### config.mk
export PLATFORM = sky130hd
export DESIGN_NAME = seq_alu
export DESIGN_NICKNAME = d
export VERILOG_FILES = /design/src/rtl/alu_pkg.sv /design/src/rtl/seq_muldiv.sv /design/src/rtl/seq_alu.sv
export SDC_FILE = /design/constraint.sdc
export NUM_CORES = 1
export LEC_CHECK = 0
export ABC_AREA = 1
export CAP_MARGIN = 20
export CORE_MARGIN = 1
export CORE_UTILIZATION = 50
export DETAILED_ROUTE_END_ITERATION = 12
export GPL_ROUTABILITY_DRIVEN = 0
export PLACE_DENSITY_LB_ADDON = 0.15
export SETUP_SLACK_MARGIN = 0.1
export SYNTH_ARGS = -nofsm -noshare
export SYNTH_HDL_FRONTEND = slang
export SYNTH_SLANG_ARGS = --single-unit
### constraint.sdc
create_clock -name clk -period 3.1 [get_ports clk]
set_clock_uncertainty 0.15 [all_clocks]
set_input_delay 0.62 -clock clk [delete_from_list [all_inputs] [get_ports clk]]
set_output_delay 0.62 -clock clk [all_outputs]
set_load 0.01 [all_outputs]
### src/rtl/alu_pkg.sv
// ============================================================================
// alu_pkg : opcode map, handshake FSM states and helpers for seq_alu
// Rev 1.0 : initial release
// ============================================================================
`default_nettype none

package alu_pkg;

    localparam logic [3:0] OP_ADD  = 4'h0;
    localparam logic [3:0] OP_SUB  = 4'h1;
    localparam logic [3:0] OP_MUL  = 4'h2;
    localparam logic [3:0] OP_DIV  = 4'h3;
    localparam logic [3:0] OP_AND  = 4'h4;
    localparam logic [3:0] OP_OR   = 4'h5;
    localparam logic [3:0] OP_XOR  = 4'h6;
    localparam logic [3:0] OP_NAND = 4'h7;
    localparam logic [3:0] OP_NOR  = 4'h8;
    localparam logic [3:0] OP_XNOR = 4'h9;
    localparam logic [3:0] OP_REM  = 4'hA;

    typedef enum logic [1:0] {
        IDLE = 2'd0,
        BUSY = 2'd1,
        DONE = 2'd2
    } state_t;

    function automatic logic is_multicycle(input logic [3:0] op);
        return (op == OP_MUL) || (op == OP_DIV) || (op == OP_REM);
    endfunction

endpackage

`default_nettype wire

### src/rtl/seq_muldiv.sv
// ============================================================================
// seq_muldiv : iterative shift-add multiplier / restoring divider, one adder
// Rev 1.0 : initial release
// ============================================================================
`default_nettype none

module seq_muldiv #(
    parameter int WIDTH = 8
) (
    input  logic             clk,
    input  logic             rst,
    input  logic             start,
    input  logic             is_div,
    input  logic [WIDTH-1:0] a,
    input  logic [WIDTH-1:0] b,
    output logic             done,
    output logic [WIDTH-1:0] hi,
    output logic [WIDTH-1:0] lo
);

    localparam int             CNT_W  = $clog2(WIDTH);
    localparam logic [CNT_W-1:0] c_LAST = CNT_W'(WIDTH - 1);

    logic             r_busy;
    logic             r_is_div;
    logic [CNT_W-1:0] r_count;
    logic [WIDTH-1:0] r_hi;      // product high half / partial remainder
    logic [WIDTH-1:0] r_lo;      // multiplier bits / quotient (shifts in from the right)
    logic [WIDTH-1:0] r_opnd;    // multiplicand / divisor

    logic [WIDTH:0]   w_add_x;
    logic [WIDTH:0]   w_add_y;
    logic [WIDTH+1:0] w_sum;
    logic [WIDTH:0]   w_mul_s;
    logic [WIDTH-1:0] w_hi_nxt;
    logic [WIDTH-1:0] w_lo_nxt;

    // Divide reuses the adder as x + ~d + 1; its top carry means "no borrow".
    assign w_add_x = r_is_div ? {r_hi, r_lo[WIDTH-1]} : {1'b0, r_hi};
    assign w_add_y = r_is_div ? ~{1'b0, r_opnd} : {1'b0, r_opnd};
    assign w_sum   = {1'b0, w_add_x} + {1'b0, w_add_y} + {{(WIDTH+1){1'b0}}, r_is_div};

    always_comb begin
        w_mul_s  = r_lo[0] ? w_sum[WIDTH:0] : {1'b0, r_hi};
        w_hi_nxt = w_mul_s[WIDTH:1];
        w_lo_nxt = {w_mul_s[0], r_lo[WIDTH-1:1]};
        if (r_is_div) begin
            if (w_sum[WIDTH+1]) begin
                w_hi_nxt = w_sum[WIDTH-1:0];
                w_lo_nxt = {r_lo[WIDTH-2:0], 1'b1};
            end else begin
                w_hi_nxt = w_add_x[WIDTH-1:0];
                w_lo_nxt = {r_lo[WIDTH-2:0], 1'b0};
            end
        end
    end

    always_ff @(posedge clk) begin
        if (rst) begin
            r_busy   <= 1'b0;
            r_is_div <= 1'b0;
            r_count  <= '0;
            r_hi     <= '0;
            r_lo     <= '0;
            r_opnd   <= '0;
        end else if (start) begin
            r_busy   <= 1'b1;
            r_is_div <= is_div;
            r_count  <= '0;
            r_hi     <= '0;
            r_lo     <= is_div ? a : b;
            r_opnd   <= is_div ? b : a;
        end else if (r_busy) begin
            r_hi    <= w_hi_nxt;
            r_lo    <= w_lo_nxt;
            r_count <= r_count + CNT_W'(1);
            if (r_count == c_LAST) begin
                r_busy <= 1'b0;
            end
        end
    end

    // Final values are presented combinationally during the last iteration cycle.
    assign done = r_busy && (r_count == c_LAST);
    assign hi   = w_hi_nxt;
    assign lo   = w_lo_nxt;

endmodule

`default_nettype wire

### src/rtl/seq_alu.sv
// ============================================================================
// seq_alu : handshaked ALU, single-cycle add/sub/logic, iterative mul/div/rem
// Rev 1.0 : initial release
// ============================================================================
`default_nettype none

module seq_alu
    import alu_pkg::*;
#(
    parameter int WIDTH = 8
) (
    input  logic             clk,
    input  logic             rst,
    input  logic             in_valid,
    output logic             in_ready,
    input  logic [WIDTH-1:0] a,
    input  logic [WIDTH-1:0] b,
    input  logic [3:0]       op_code,
    input  logic             carry_in,
    output logic             out_valid,
    input  logic             out_ready,
    output logic [WIDTH-1:0] result,
    output logic [WIDTH-1:0] result_hi,
    output logic             carry_out,
    output logic             overflow,
    output logic             zero,
    output logic             div_by_zero,
    output logic             illegal_op
);

    state_t           r_state;
    state_t           w_state_nxt;
    logic [3:0]       r_op;
    logic             w_accept;
    logic             w_go_busy;
    logic             w_md_done;
    logic [WIDTH-1:0] w_md_hi;
    logic [WIDTH-1:0] w_md_lo;
    logic [WIDTH:0]   w_add_u;
    logic [WIDTH:0]   w_sub_u;
    logic [WIDTH-1:0] w_sc_res;
    logic [WIDTH-1:0] w_sc_hi;
    logic             w_sc_cout;
    logic             w_sc_ovf;
    logic             w_sc_dbz;
    logic             w_sc_ill;
    logic             w_ld;
    logic [WIDTH-1:0] w_ld_res;
    logic [WIDTH-1:0] w_ld_hi;

    assign in_ready  = !rst && ((r_state == IDLE) || ((r_state == DONE) && out_ready));
    assign out_valid = (r_state == DONE);
    assign w_accept  = in_valid && in_ready;
    assign w_go_busy = is_multicycle(op_code) && (b != '0);

    seq_muldiv #(.WIDTH(WIDTH)) u_muldiv (
        .clk    (clk),
        .rst    (rst),
        .start  (w_accept && w_go_busy),
        .is_div (op_code != OP_MUL),
        .a      (a),
        .b      (b),
        .done   (w_md_done),
        .hi     (w_md_hi),
        .lo     (w_md_lo)
    );

    always_comb begin
        w_state_nxt = r_state;
        case (r_state)
            IDLE: if (w_accept) w_state_nxt = w_go_busy ? BUSY : DONE;
            BUSY: if (w_md_done) w_state_nxt = DONE;
            DONE: begin
                if (w_accept)       w_state_nxt = w_go_busy ? BUSY : DONE;
                else if (out_ready) w_state_nxt = IDLE;
            end
            default: w_state_nxt = IDLE;
        endcase
    end

    always_ff @(posedge clk) begin
        if (rst) begin
            r_state <= IDLE;
            r_op    <= OP_ADD;
        end else begin
            r_state <= w_state_nxt;
            if (w_accept) r_op <= op_code;
        end
    end

    assign w_add_u = {1'b0, a} + {1'b0, b} + {{WIDTH{1'b0}}, carry_in};
    assign w_sub_u = {1'b0, a} - {1'b0, b} - {{WIDTH{1'b0}}, carry_in};

    // Signed overflow from operand and result signs; exact with carry/borrow-in.
    always_comb begin
        w_sc_res  = '0;
        w_sc_hi   = '0;
        w_sc_cout = 1'b0;
        w_sc_ovf  = 1'b0;
        w_sc_dbz  = 1'b0;
        w_sc_ill  = 1'b0;
        case (op_code)
            OP_ADD: begin
                w_sc_res  = w_add_u[WIDTH-1:0];
                w_sc_cout = w_add_u[WIDTH];
                w_sc_ovf  = (a[WIDTH-1] == b[WIDTH-1]) && (w_add_u[WIDTH-1] != a[WIDTH-1]);
            end
            OP_SUB: begin
                w_sc_res  = w_sub_u[WIDTH-1:0];
                w_sc_cout = w_sub_u[WIDTH];
                w_sc_ovf  = (a[WIDTH-1] != b[WIDTH-1]) && (w_sub_u[WIDTH-1] != a[WIDTH-1]);
            end
            OP_MUL:  w_sc_res = '0;
            OP_DIV: begin
                w_sc_res = '1;
                w_sc_hi  = a;
                w_sc_dbz = 1'b1;
            end
            OP_REM: begin
                w_sc_res = a;
                w_sc_hi  = '1;
                w_sc_dbz = 1'b1;
            end
            OP_AND:  w_sc_res = a & b;
            OP_OR:   w_sc_res = a | b;
            OP_XOR:  w_sc_res = a ^ b;
            OP_NAND: w_sc_res = ~(a & b);
            OP_NOR:  w_sc_res = ~(a | b);
            OP_XNOR: w_sc_res = ~(a ^ b);
            default: w_sc_ill = 1'b1;
        endcase
    end

    // The engine reports {hi,lo} as product, or {remainder,quotient} for divide.
    always_comb begin
        w_ld     = (w_accept && !w_go_busy) || w_md_done;
        w_ld_res = w_sc_res;
        w_ld_hi  = w_sc_hi;
        if (w_md_done) begin
            case (r_op)
                OP_MUL: begin w_ld_res = w_md_lo; w_ld_hi = w_md_hi; end
                OP_REM: begin w_ld_res = w_md_hi; w_ld_hi = w_md_lo; end
                default: begin w_ld_res = w_md_lo; w_ld_hi = w_md_hi; end
            endcase
        end
    end

    always_ff @(posedge clk) begin
        if (rst) begin
            result      <= '0;
            result_hi   <= '0;
            carry_out   <= 1'b0;
            overflow    <= 1'b0;
            zero        <= 1'b0;
            div_by_zero <= 1'b0;
            illegal_op  <= 1'b0;
        end else if (w_ld) begin
            result      <= w_ld_res;
            result_hi   <= w_ld_hi;
            carry_out   <= w_md_done ? 1'b0 : w_sc_cout;
            overflow    <= w_md_done ? 1'b0 : w_sc_ovf;
            zero        <= (w_ld_res == '0);
            div_by_zero <= w_md_done ? 1'b0 : w_sc_dbz;
            illegal_op  <= w_md_done ? 1'b0 : w_sc_ill;
        end
    end

endmodule

`default_nettype wire

Yosys cells after proc, flatten, opt, wreduce, memory -nomap -nowiden --
Index checks and enable logic that the tools add are counted.
Cells by class: add/subtract/negate cells 7, equality and inequality tests 22, muxes and demuxes 34, bitwise logic cells 7, reductions and logical operators 24
Operators by type and width (count):
- $mux W8 | 11
- $pmux W8 S10 | 1
- $mux W9 | 3
- $not A8 Y8 | 3
- $eq A4 B3 Y1 const B | 4
- $eq A4 B4 Y1 const B | 4
- $pmux W8 S2 | 1
- $reduce_or A11 Y1 | 1
- $add A10 B1 Y10 | 1
- $add A9 B9 Y10 | 1
- $mux W1 | 10
- $mux W2 | 5
- $add A8 B8 Y9 | 1
- $add A9 B1 Y9 | 1
- $logic_and A1 B1 Y1 | 9
- $not A8 Y9 | 1
- $sub A8 B8 Y9 | 1
- $sub A9 B1 Y9 | 1
- $and A8 B8 Y8 | 1
- $eq A4 B2 Y1 const B | 2
- $logic_not A8 Y1 | 1
- $or A8 B8 Y8 | 1
- $reduce_bool A8 Y1 | 1
- $xor A8 B8 Y8 | 1
- other kinds (19) | 28
Word-level totals: register bits 56, bits of input ports 25, output and inout port bits 23, word-level logic and storage cells 109

Longest topological paths before layout --
Gate-level depths: netlist of run 1.
depth in word-level cells 9, mapped depth 22, mapped depth without buffers 21

By module --
A second synthesis of run 1 with hierarchy kept.
Second synthesis, totals: cells, all modules 939, area, all modules 5551.6 um^2
Modules (own cells, without submodules):
- seq_alu | times used 1, cells an instance 563, area each 3190.6 um^2
- seq_muldiv | times used 1, cells an instance 376, area each 2361.0 um^2

Worst setup path before layout of run 1 --
No wires, ideal clock.
kind reg2reg, start register u_muldiv.r_is_div, end register zero, data arrival time 2.628 ns, data required time 2.880 ns, slack 0.252 ns, stages on the path, launching flop included 20, path buffers 3, cell sequence dfxtp_1 buf_6 buf_2 buf_2 xor2_1 inv_1 fa_1 inv_1 nand4_1 nand3_1 nand2_1 nand2_1 nand2_1 nand2_1 nand3_1 a21oi_1 nand3_1 nor2_1 nand3_1 a21oi_1
Between the ends: word-level cells in the longest chain between the ends 8, elaborated cells between the ends (all ways) 12, classes of those cells add/sub (2); mux (9); reduce/logical (1)
Ends and longest elaborated chain:
- start: declaration | RTL line seq_muldiv.sv:25 | logic r_is_div;
- start signal: assignment | RTL line seq_muldiv.sv:68 | r_is_div <= is_div;
- $mux W9 (on tied branches) | RTL line seq_muldiv.sv:39, seq_muldiv.sv:40
- $add A9 B9 Y10 | RTL line seq_muldiv.sv:41 | assign w_sum = {1'b0, w_add_x} + {1'b0, w_add_y} + {{(WIDTH+1){1'b0}}, r_is_div};
- $add A10 B1 Y10 | RTL line seq_muldiv.sv:41
- $mux W1 (tied with other cells) | RTL line seq_muldiv.sv:48 | if (w_sum[WIDTH+1]) begin
- $mux W8 | RTL line seq_muldiv.sv:47 | if (r_is_div) begin
- $mux W8 * | RTL line seq_alu.sv:140 | case (r_op)
- $mux W8 * | RTL line seq_alu.sv:139 | if (w_md_done) begin
- $logic_not A8 Y1 * | RTL line seq_alu.sv:162 | zero <= (w_ld_res == '0);
- end signal: assignment | RTL line seq_alu.sv:162
- end: declaration | RTL line seq_alu.sv:26 | output logic zero,
Every way passes the cells marked *; elsewhere a longest branch is shown, timed or not. A chain may end at the register's enable or synchronous reset.

Worst setup path after layout of run 1 --
start register u_muldiv.r_is_div, end register result[3]
Between the ends: word-level cells in the longest chain between the ends 7, elaborated cells between the ends (all ways) 10, classes of those cells add/sub (2); mux (8)
Ends and longest elaborated chain:
- $mux W9 (on tied branches) | RTL line seq_muldiv.sv:39, seq_muldiv.sv:40
- $add A9 B9 Y10 | RTL line seq_muldiv.sv:41
- $add A10 B1 Y10 | RTL line seq_muldiv.sv:41
- $mux W9 / $mux W8 (equally long branches) | RTL line seq_muldiv.sv:44, seq_muldiv.sv:48
- $mux W8 | RTL line seq_muldiv.sv:47
- $mux W8 * | RTL line seq_alu.sv:140
- $mux W8 * | RTL line seq_alu.sv:139
- end signal: assignment | RTL line seq_alu.sv:158 | result <= w_ld_res;
- end: declaration | RTL line seq_alu.sv:22 | output logic [WIDTH-1:0] result,
Marked as above.

==> results of run 1 <==
cells in the mapped netlist (5+ instances only):
| cell type | count | share of area |
|---|---|---|
| sky130_fd_sc_hd__dfxtp_1 | 56 | 0.21 |
| sky130_fd_sc_hd__nand2_2 | 7 | 0.0084 |
| sky130_fd_sc_hd__o21ai_0 | 80 | 0.076 |
| sky130_fd_sc_hd__inv_1 | 124 | 0.089 |
| sky130_fd_sc_hd__o22ai_1 | 18 | 0.021 |
| sky130_fd_sc_hd__clkbuf_1 | 15 | 0.011 |
| sky130_fd_sc_hd__o211ai_1 | 9 | 0.013 |
| sky130_fd_sc_hd__xor2_1 | 11 | 0.018 |
| sky130_fd_sc_hd__nor2_1 | 49 | 0.035 |
| sky130_fd_sc_hd__a31oi_1 | 11 | 0.013 |
| sky130_fd_sc_hd__nand4_1 | 17 | 0.020 |
| sky130_fd_sc_hd__nand2_1 | 171 | 0.12 |
| sky130_fd_sc_hd__fa_1 | 5 | 0.019 |
| sky130_fd_sc_hd__nand3_1 | 58 | 0.055 |
| sky130_fd_sc_hd__a21oi_1 | 85 | 0.081 |
| sky130_fd_sc_hd__ha_1 | 39 | 0.093 |
| sky130_fd_sc_hd__buf_2 | 12 | 0.011 |
metrics by stage:
stage          cells   TNS (ns)  cell area [um^2]  utilization  power (mW)
2_1_floorplan    832          0              5239            -       1.159
3_3_place_gp    1071     -3.728              6395       0.6250       1.445
3_5_place_dp    1071     -4.540              6395       0.6250       1.460
5_1_grt         1087  -0.008149              7091       0.6930       2.082
4_1_cts         1081          0              6669       0.6518       1.905
6_report        1087          0              7091       0.6930       1.981
sequential cells by signal, summed over array words and instances, names as in the netlist, 2 cells and up:
register and count:
u_muldiv.r_hi 8, result_hi 8, u_muldiv.r_lo 8, result 8, u_muldiv.r_count 3, u_muldiv.r_opnd 8, r_op 4, r_state 2
layer usage:
layer,routed length [um],up-vias
met5,0,-
met4,801,0
met3,1311,74
met2,8948,331
met1,7258,2934
li1,-,3011
how the worst min path moves through the flow:
stage                                      to  cells after the start
final                     u_muldiv.r_count[2]                      2
after global routing      u_muldiv.r_count[2]                      2
after detailed placement  u_muldiv.r_count[2]                      2
after floorplan           u_muldiv.r_count[2]                      2
after CTS                 u_muldiv.r_count[2]                      2
after global placement    u_muldiv.r_count[1]                      2
power by group:
group / total, mW / switching, mW / internal [mW]
clock network: 0.421 / 0.259 / 0.161
logic: 0.792 / 0.437 / 0.355
registers: 0.768 / 0.0218 / 0.747
cell families (layout without fill, tap and decap cells):
family                     count (synthesis)  in the layout  share of synthesized area
xor gates and xnor gates                  15             15                    0.02508
adders and majority gates                 44             44                     0.1123
and+or+nand+nor                          328            328                     0.2847
AOI/OAI and AO/OA                        229            229                     0.2434
DFF                                       56             56                     0.2140
buffers and inverters                    160            279                     0.1206
placed cells by master (no fill, tap or decap), types with 5 or more instances in the layout:
cell type / n
sky130_fd_sc_hd__nand2_1: 159
sky130_fd_sc_hd__inv_1: 115
sky130_fd_sc_hd__buf_4: 88
sky130_fd_sc_hd__o21ai_0: 73
sky130_fd_sc_hd__a21oi_1: 72
sky130_fd_sc_hd__dfxtp_1: 55
sky130_fd_sc_hd__nand3_1: 48
sky130_fd_sc_hd__clkdlybuf4s50_1: 41
sky130_fd_sc_hd__nor2_1: 40
sky130_fd_sc_hd__ha_1: 25
sky130_fd_sc_hd__nand2_2: 18
sky130_fd_sc_hd__o22ai_1: 18
sky130_fd_sc_hd__nand4_1: 17
sky130_fd_sc_hd__inv_2: 13
sky130_fd_sc_hd__ha_4: 13
sky130_fd_sc_hd__a31oi_1: 11
sky130_fd_sc_hd__nand3_2: 11
sky130_fd_sc_hd__nor2_2: 10
sky130_fd_sc_hd__o211ai_1: 9
sky130_fd_sc_hd__a21oi_4: 7
sky130_fd_sc_hd__o21ai_1: 7
sky130_fd_sc_hd__a21oi_2: 7
sky130_fd_sc_hd__o21ai_2: 7
sky130_fd_sc_hd__xor2_1: 6
sky130_fd_sc_hd__clkbuf_8: 5
cell type report:
class	count	area, um^2
clock inverters	3	21.27
well taps	136	170.2
multi-input cells	616	3984
inverters	131	499.2
repair buffers	140	1222
fillers	892	3141
flip-flops and latches	56	1125
clock buffers	5	68.82
what timing repair did:
item                       4_1_cts  5_1_grt
cloned                           1        1
gates resized for setup         35       87
setup buffers                    1        5
setup endpoints to repair       12       14
pin swaps                        8       31
worst max-delay path: cells and delay by family, from the launching register on:
family / cells / cell delay [ns]
flip-flops: 1 / 0.39
AND/OR/NAND/NOR: 6 / 0.68
buffers and inverters: 5 / 0.60
AO/OA/AOI/OAI: 4 / 0.47
XOR/XNOR: 1 / 0.18
adder cells (fa/ha/maj): 1 / 0.36
==> impl_summary.md, run 1 <==
Synthesis
Synthesis produced a netlist with a net count of 901. The total of warnings raised by yosys is 0. The synthesized instance count is 832. The share of the Yosys chip area taken by registers is 0.2140. In this run the cell area of the synthesized design comes to 5239 um^2. The flip-flop and latch count after synthesis is 56. In the synthesized netlist the dominant register cell turns out to be sky130_fd_sc_hd__dfxtp_1. Counting flops with an async set or reset pin after synthesis yields a share of 0. Synthesis instantiated 48 different standard cells from the library.

The synthesized area divided by synthesized cell count is 6.297 um^2. Yosys mapped a number of flops with a built-in enable equal to 0.

Clock network
The maximum root-to-sink buffer count is 2. The library cell used as clock root buffer is sky130_fd_sc_hd__clkbuf_8. The later-pin clock latency in the skew report is 0.32 ns. The clock tree from TritonCTS is yes. The CTS buffer count is 5. The clock-pin slew of the registers on the worst-case setup and hold paths is 0.10 ns.

The clock tree synthesis step divided the H-tree into 2 levels. CTS saw 56 sinks. The number of hold buffers added after CTS is 0.

Worst setup path
The cell repeated most along the worst path is sky130_fd_sc_hd__nand2_1. The worst setup path is captured at a flop. The launch instance of the worst register-to-register path is u_muldiv.r_is_div. The setup check on the worst reg-to-reg path leaves a slack of 0.16 ns.

The maximum cell stage delay along the critical path is 0.39 ns. The critical path is of the reg -> reg type. Traced cell by cell, the critical path runs through clkbuf_16 > nor2_2 > a21oi_4 > buf_4 > fa_2 > inv_1 > nand3_1 > nand2_1 > xnor2_1 > nand2_1 > o21ai_2 > nand3_4 > a21oi_4 > buf_4 > nand2_1 > o211ai_1 > inv_1. The worst reg-to-reg path cell count is 17. The critical path startpoint is u_muldiv.r_is_div. The category of the worst setup path launch point is a flop.

Data arrives at the worst endpoint at 3.00 ns. The capture instance of the worst register-to-register path is result[3]. The capture point of the worst path is result[3]. The endpoint required time on the critical path is 3.16 ns. The cell type of the slowest stage on the worst timing path is sky130_fd_sc_hd__dfxtp_4. The highest net fanout along the worst path is 7.

Detailed routing
Once detail routing completed, the nets flagged for antenna violations numbered 0. The first-iteration detailed-routing DRC count is 574. The total number of vias is 6350. The length of the first detailed-routing pass in iterations is 6. Dividing the detail-routed via count by the number of cells gives 5.842.

The detailed-route wire length per cell is 16.85 um. After detailed routing, the number of remaining DRC violations is 0. The routed wire length is 18320 um.

Floorplan
The die is 104.4 um tall. The overall die width is 104.4 um. The area of the placeable core is 10230 um^2. The area of the die is 10890 um^2. For this configuration, the core starts out at a cell density of 0.5120.

The total number of placement rows is 37. The number of top-level pins is 48.

Global routing
For met3 alone, demand over resource in global routing was 0.05075. The number of antenna violations at the first check in global routing came to 0. The number of global-route vias before repair is 6018. The met2 global-route usage is 0.5733. The remaining global-route overflow is 0. The met1 routing resource usage after global routing is 0.3852. The first global-routing pass estimated 28560 um of wire. The most heavily used metal layer in global routing is met2. The total track usage is 0.3247. The largest net degree at the start of global routing is 24.

Place
Once detailed placement completed, the half-perimeter wirelength came to 13780 um. The post-place setup slack is -0.6112 ns. The count of buffers from port buffering is 47.

Finish
For this run, the post-layout net count is 1019. The count of inserted antenna diode cells is 0. The ratio of cells with drive above 1 in the final layout is 0.2334. The area growth from synthesis to layout is 35.35%.

STA
The number of failing hold endpoints at the final stage is 0. The least setup slack across all paths after layout is 0.1601 ns. The tightest slew margin relative to the limit is 0.5173. Setup violations remaining at the end of the flow were counted as 0. The fraction of the cycle the final worst path needs is 0.9484. The total count of max-transition violations in the final report came to 0.

The transition time at the pin with the least slew margin is 0.7213 ns. The worst hold slack is 0.3275 ns. The maximum frequency from static timing analysis is 340.1 MHz. The smallest clock period supported by the final layout is computed as 2.940 ns.

Outcome
The run finished with clean final reports.

Power and ir drop
The maximum ir drop on the vdd rail is 0.2221 mV. The power per cell area is 279.4 nW/um^2. In this run the static leakage power is 3.382 nW.

Min path
The path class of the lowest-slack min-delay path is reg -> reg. The hold path startpoint is u_muldiv.r_count[2].

Flow run
Max-cap violations in this run came to 0.
(Power assumes the default switching activity.)
==> inputs of run 2 (changes only) <==
--- a/config.mk
+++ b/config.mk
@@ -12,7 +12,7 @@
 export DETAILED_ROUTE_END_ITERATION = 12
 export GPL_ROUTABILITY_DRIVEN = 0
 export PLACE_DENSITY_LB_ADDON = 0.15
-export SETUP_SLACK_MARGIN = 0.1
+export SETUP_SLACK_MARGIN = 0.2
 export SYNTH_ARGS = -nofsm -noshare
 export SYNTH_HDL_FRONTEND = slang
 export SYNTH_SLANG_ARGS = --single-unit
==> impl_summary.md, run 2 (synthesis results as in run 1) <==
STA
The number of endpoints failing setup at the final stage was 0 (unchanged). The worst hold slack is 0.3286 ns (+0.001051 ns). The fraction of the cycle the final worst path needs is 0.9548 (+0.006469).

The total count of max-transition violations in the final report came to 0 (unchanged). Setup repair after global routing could not meet its margin everywhere. The transition time at the pin with the least slew margin is 0.6211 ns (-0.1002 ns). The clock period minus worst slack is 2.960 ns (+0.02006 ns). The tightest slew margin relative to the limit is 0.5844 (+0.06708). The maximum frequency from static timing analysis came to 337.8 MHz (-0.68%). The number of failing hold endpoints at the final stage is 0 (unchanged).

Floorplan
The number of top-level pins is 48 (unchanged). The area of the die is 10890 um^2 (unchanged). The vertical extent of the die is 104.4 um (unchanged).

The overall die width is 104.4 um (unchanged). The total number of placement rows was 37 (unchanged). The initial core utilization is 0.5120 (unchanged). The area of the placeable core was 10230 um^2 (unchanged).

Clock network
The number of H-tree levels is 2 (unchanged). The later-pin clock latency in the skew report is 0.32 ns (about the same). The CTS buffer count is 5 (unchanged).

The tree is rooted in a sky130_fd_sc_hd__clkbuf_8. TritonCTS built the clock tree. The clock-pin slew of the registers on the worst-case setup and hold paths is 0.11 ns (about the same). The number of hold buffers added after CTS is 0 (unchanged). The maximum root-to-sink buffer count came to 2 (unchanged). The number of clock sinks came to 56 (unchanged).

Place
The cell area reported after detailed placement is 6395 um^2 (unchanged). The count of buffers from port buffering was 47 (unchanged). The half-perimeter wire length after detailed placement was 13780 um (unchanged).

Detailed routing
The detailed-route wire length per cell is 17.41 um (+3.3%). The routed wire length was 19180 um (+4.7%). The post-route antenna net violation count is 0 (unchanged).

The length of the first detailed-routing pass in iterations is 8 (+2). The total number of vias is 6471 (+1.9%). The detail-routed via count per cell is 5.872 (+0.52%). The post-detailed-route DRC marker count is 0 (unchanged). The first-iteration detailed-routing DRC count came to 706 (+23%).

Finish
The area taken by multi-input logic gates is 4095 um^2 (+2.8%). The area growth from synthesis to layout is 40.43%. The number of filler cells placed in the layout came to 835 (-6.4%).

The top cell types in the final layout, fill and taps aside, are sky130_fd_sc_hd__nand2_1 (145), sky130_fd_sc_hd__inv_1 (109), sky130_fd_sc_hd__buf_4 (99). The area occupied by registers came to 1125 um^2 (unchanged). The final-stage net count is 1034 (+1.5%).

The library cell used most frequently in the layout, excluding fill and tap cells, is sky130_fd_sc_hd__nand2_1. The post-route cell area is 7357 um^2 (+3.8%). The count of inserted antenna diode cells is 0 (unchanged).

The ratio of cells with drive above 1 in the final layout is 0.2754 (+0.04192).

Flow run
The max-capacitance violation count is 0 (unchanged).

Worst setup path
The highest net fanout along the worst path is 6 (-1). The endpoint required time on the critical path is 3.21 ns (+0.05 ns). The cell repeated most along the worst path is sky130_fd_sc_hd__nand2_1. The nature of the critical path endpoint is a flop. Among all stages on the critical path, the largest delay is contributed by sky130_fd_sc_hd__dfxtp_4. Traced cell by cell, the critical path runs through buf_12 > buf_16 > a21oi_4 > inv_2 > ha_4 > nand2_1 > nand2_2 > inv_1 > nand2_2 > inv_1 > nand2_1 > nand2_1 > nand2_2 > nand2_1 > o21ai_2 > nand3_2 > a21oi_2 > nand2_1 > nor2_1 > nand3_1 > a21oi_1. The category of the most critical setup path is reg -> reg. STA classifies the critical path startpoint as a flop. The maximum cell stage delay along the critical path is 0.39 ns (about the same).

The critical path data arrival time is 3.07 ns (+0.07 ns). The worst reg-to-reg path cell count is 21 (+4).

Power and ir drop
The sequential share of power came to 0.379 (-0.009). The combinational group share of total power is 0.413 (+0.013). The total power is 2.028 mW (+2.3%). The part of the total power dissipated in the clock network is 0.208 (-0.004).

The net switching fraction of the power is 0.3649 (+0.002186). The switching power of the nets is 739.9 uW (+3.0%). The power per cell area is 275.6 nW/um^2 (-1.4%). The internal portion of total power is 1.288 mW (+2.0%).

The maximum ir drop on the vdd rail is 0.2224 mV (+0.11%). The leakage power of the design is 3.498 nW (+3.4%).

Global routing
The total track usage is 0.3301 (+0.005342). The remaining global-route overflow is 0 (unchanged). The number of antenna violations at the first check in global routing came to 0 (unchanged).

The number of global-route vias before repair came to 6110 (+1.5%). The wire length of the first global-routing pass was 28970 um (+1.4%). The largest net degree at the start of global routing is 24 (unchanged).

Outcome
The flow ran to the end, and the final reports show no timing, DRC or antenna violations.

Min path
In this run the worst hold path is classified as reg -> reg. The number of stages on the worst hold path is 2 (unchanged).
run 2: cell count changes in the layout (fill, tap and decap cells not counted), moves of 6 or more:
| cell | before | now |
|---|---|---|
| sky130_fd_sc_hd__nand2_1 | 159 | 145 |
| sky130_fd_sc_hd__buf_4 | 88 | 99 |
| sky130_fd_sc_hd__nand2_2 | 18 | 28 |
| sky130_fd_sc_hd__inv_1 | 115 | 109 |
| sky130_fd_sc_hd__inv_2 | 13 | 19 |
run 2: per-layer routing:
layer,GRT usage,share of wire,up-vias
li1,-,-,3038
met1,0.3891,0.39,2994
met2,0.5875,0.48,337
met3,0.04449,0.075,102
met4,0.1551,0.052,0
met5,0,0,-
run 2: worst paths after layout:
path                            start                   to  slack (ns)
setup / recovery    u_muldiv.r_is_div                 zero        0.14
hold / removal    u_muldiv.r_count[2]  u_muldiv.r_count[2]        0.33
setup reg to reg    u_muldiv.r_is_div                 zero        0.14
hold reg to reg   u_muldiv.r_count[2]  u_muldiv.r_count[2]        0.33
run 2: per-stage QoR:
step	std cells	TNS [ns]	worst slack (ns)	utilization
finish	1102	0	0.1400	0.7191
global route	1102	0	0.03383	0.7191
CTS	1083	0	0.2014	0.6736
detailed placement	1071	-4.540	-0.6112	0.6250
global placement	1071	-3.728	-0.4866	0.6250
floorplan	832	0	0.2519	-
run 2: what timing repair did:
action / CTS / global route
cloned: 1 / 2
pin swaps: 20 / 49
endpoints found under the setup margin: 13 / 18
setup buffers: 3 / 17
resized for setup: 83 / 84
run 2: final cells by class:
cell class | count | area share
Sequential cell | 56 | 0.1529
Timing Repair Buffer | 155 | 0.1872
Clock buffer | 5 | 0.009354
Multi-Input combinational cell | 616 | 0.5566
Clock inverter | 3 | 0.002891
Tap cell | 136 | 0.02313
Inverter | 131 | 0.06786
run 2: worst max-delay path, delay by kind of cell (launching register included):
family                   cells  cell delay [ns]
buffers and inverters        5             0.46
adder cells (fa/ha/maj)      1             0.31
flip-flops                   1             0.39
AND/OR/NAND/NOR             11             0.98
AO/OA/AOI/OAI                4             0.60
run 2: power groups by stage:
| stage | clock (mW) | sequential, mW | combinational (mW) |
|---|---|---|---|
| 2_1_floorplan | 0 | 0.782 | 0.377 |
| 5_1_grt | 0.450 | 0.771 | 0.904 |
| 6_report | 0.421 | 0.768 | 0.838 |
| 3_3_place_gp | 0 | 0.781 | 0.664 |
| 3_5_place_dp | 0 | 0.781 | 0.679 |
| 4_1_cts | 0.423 | 0.767 | 0.757 |
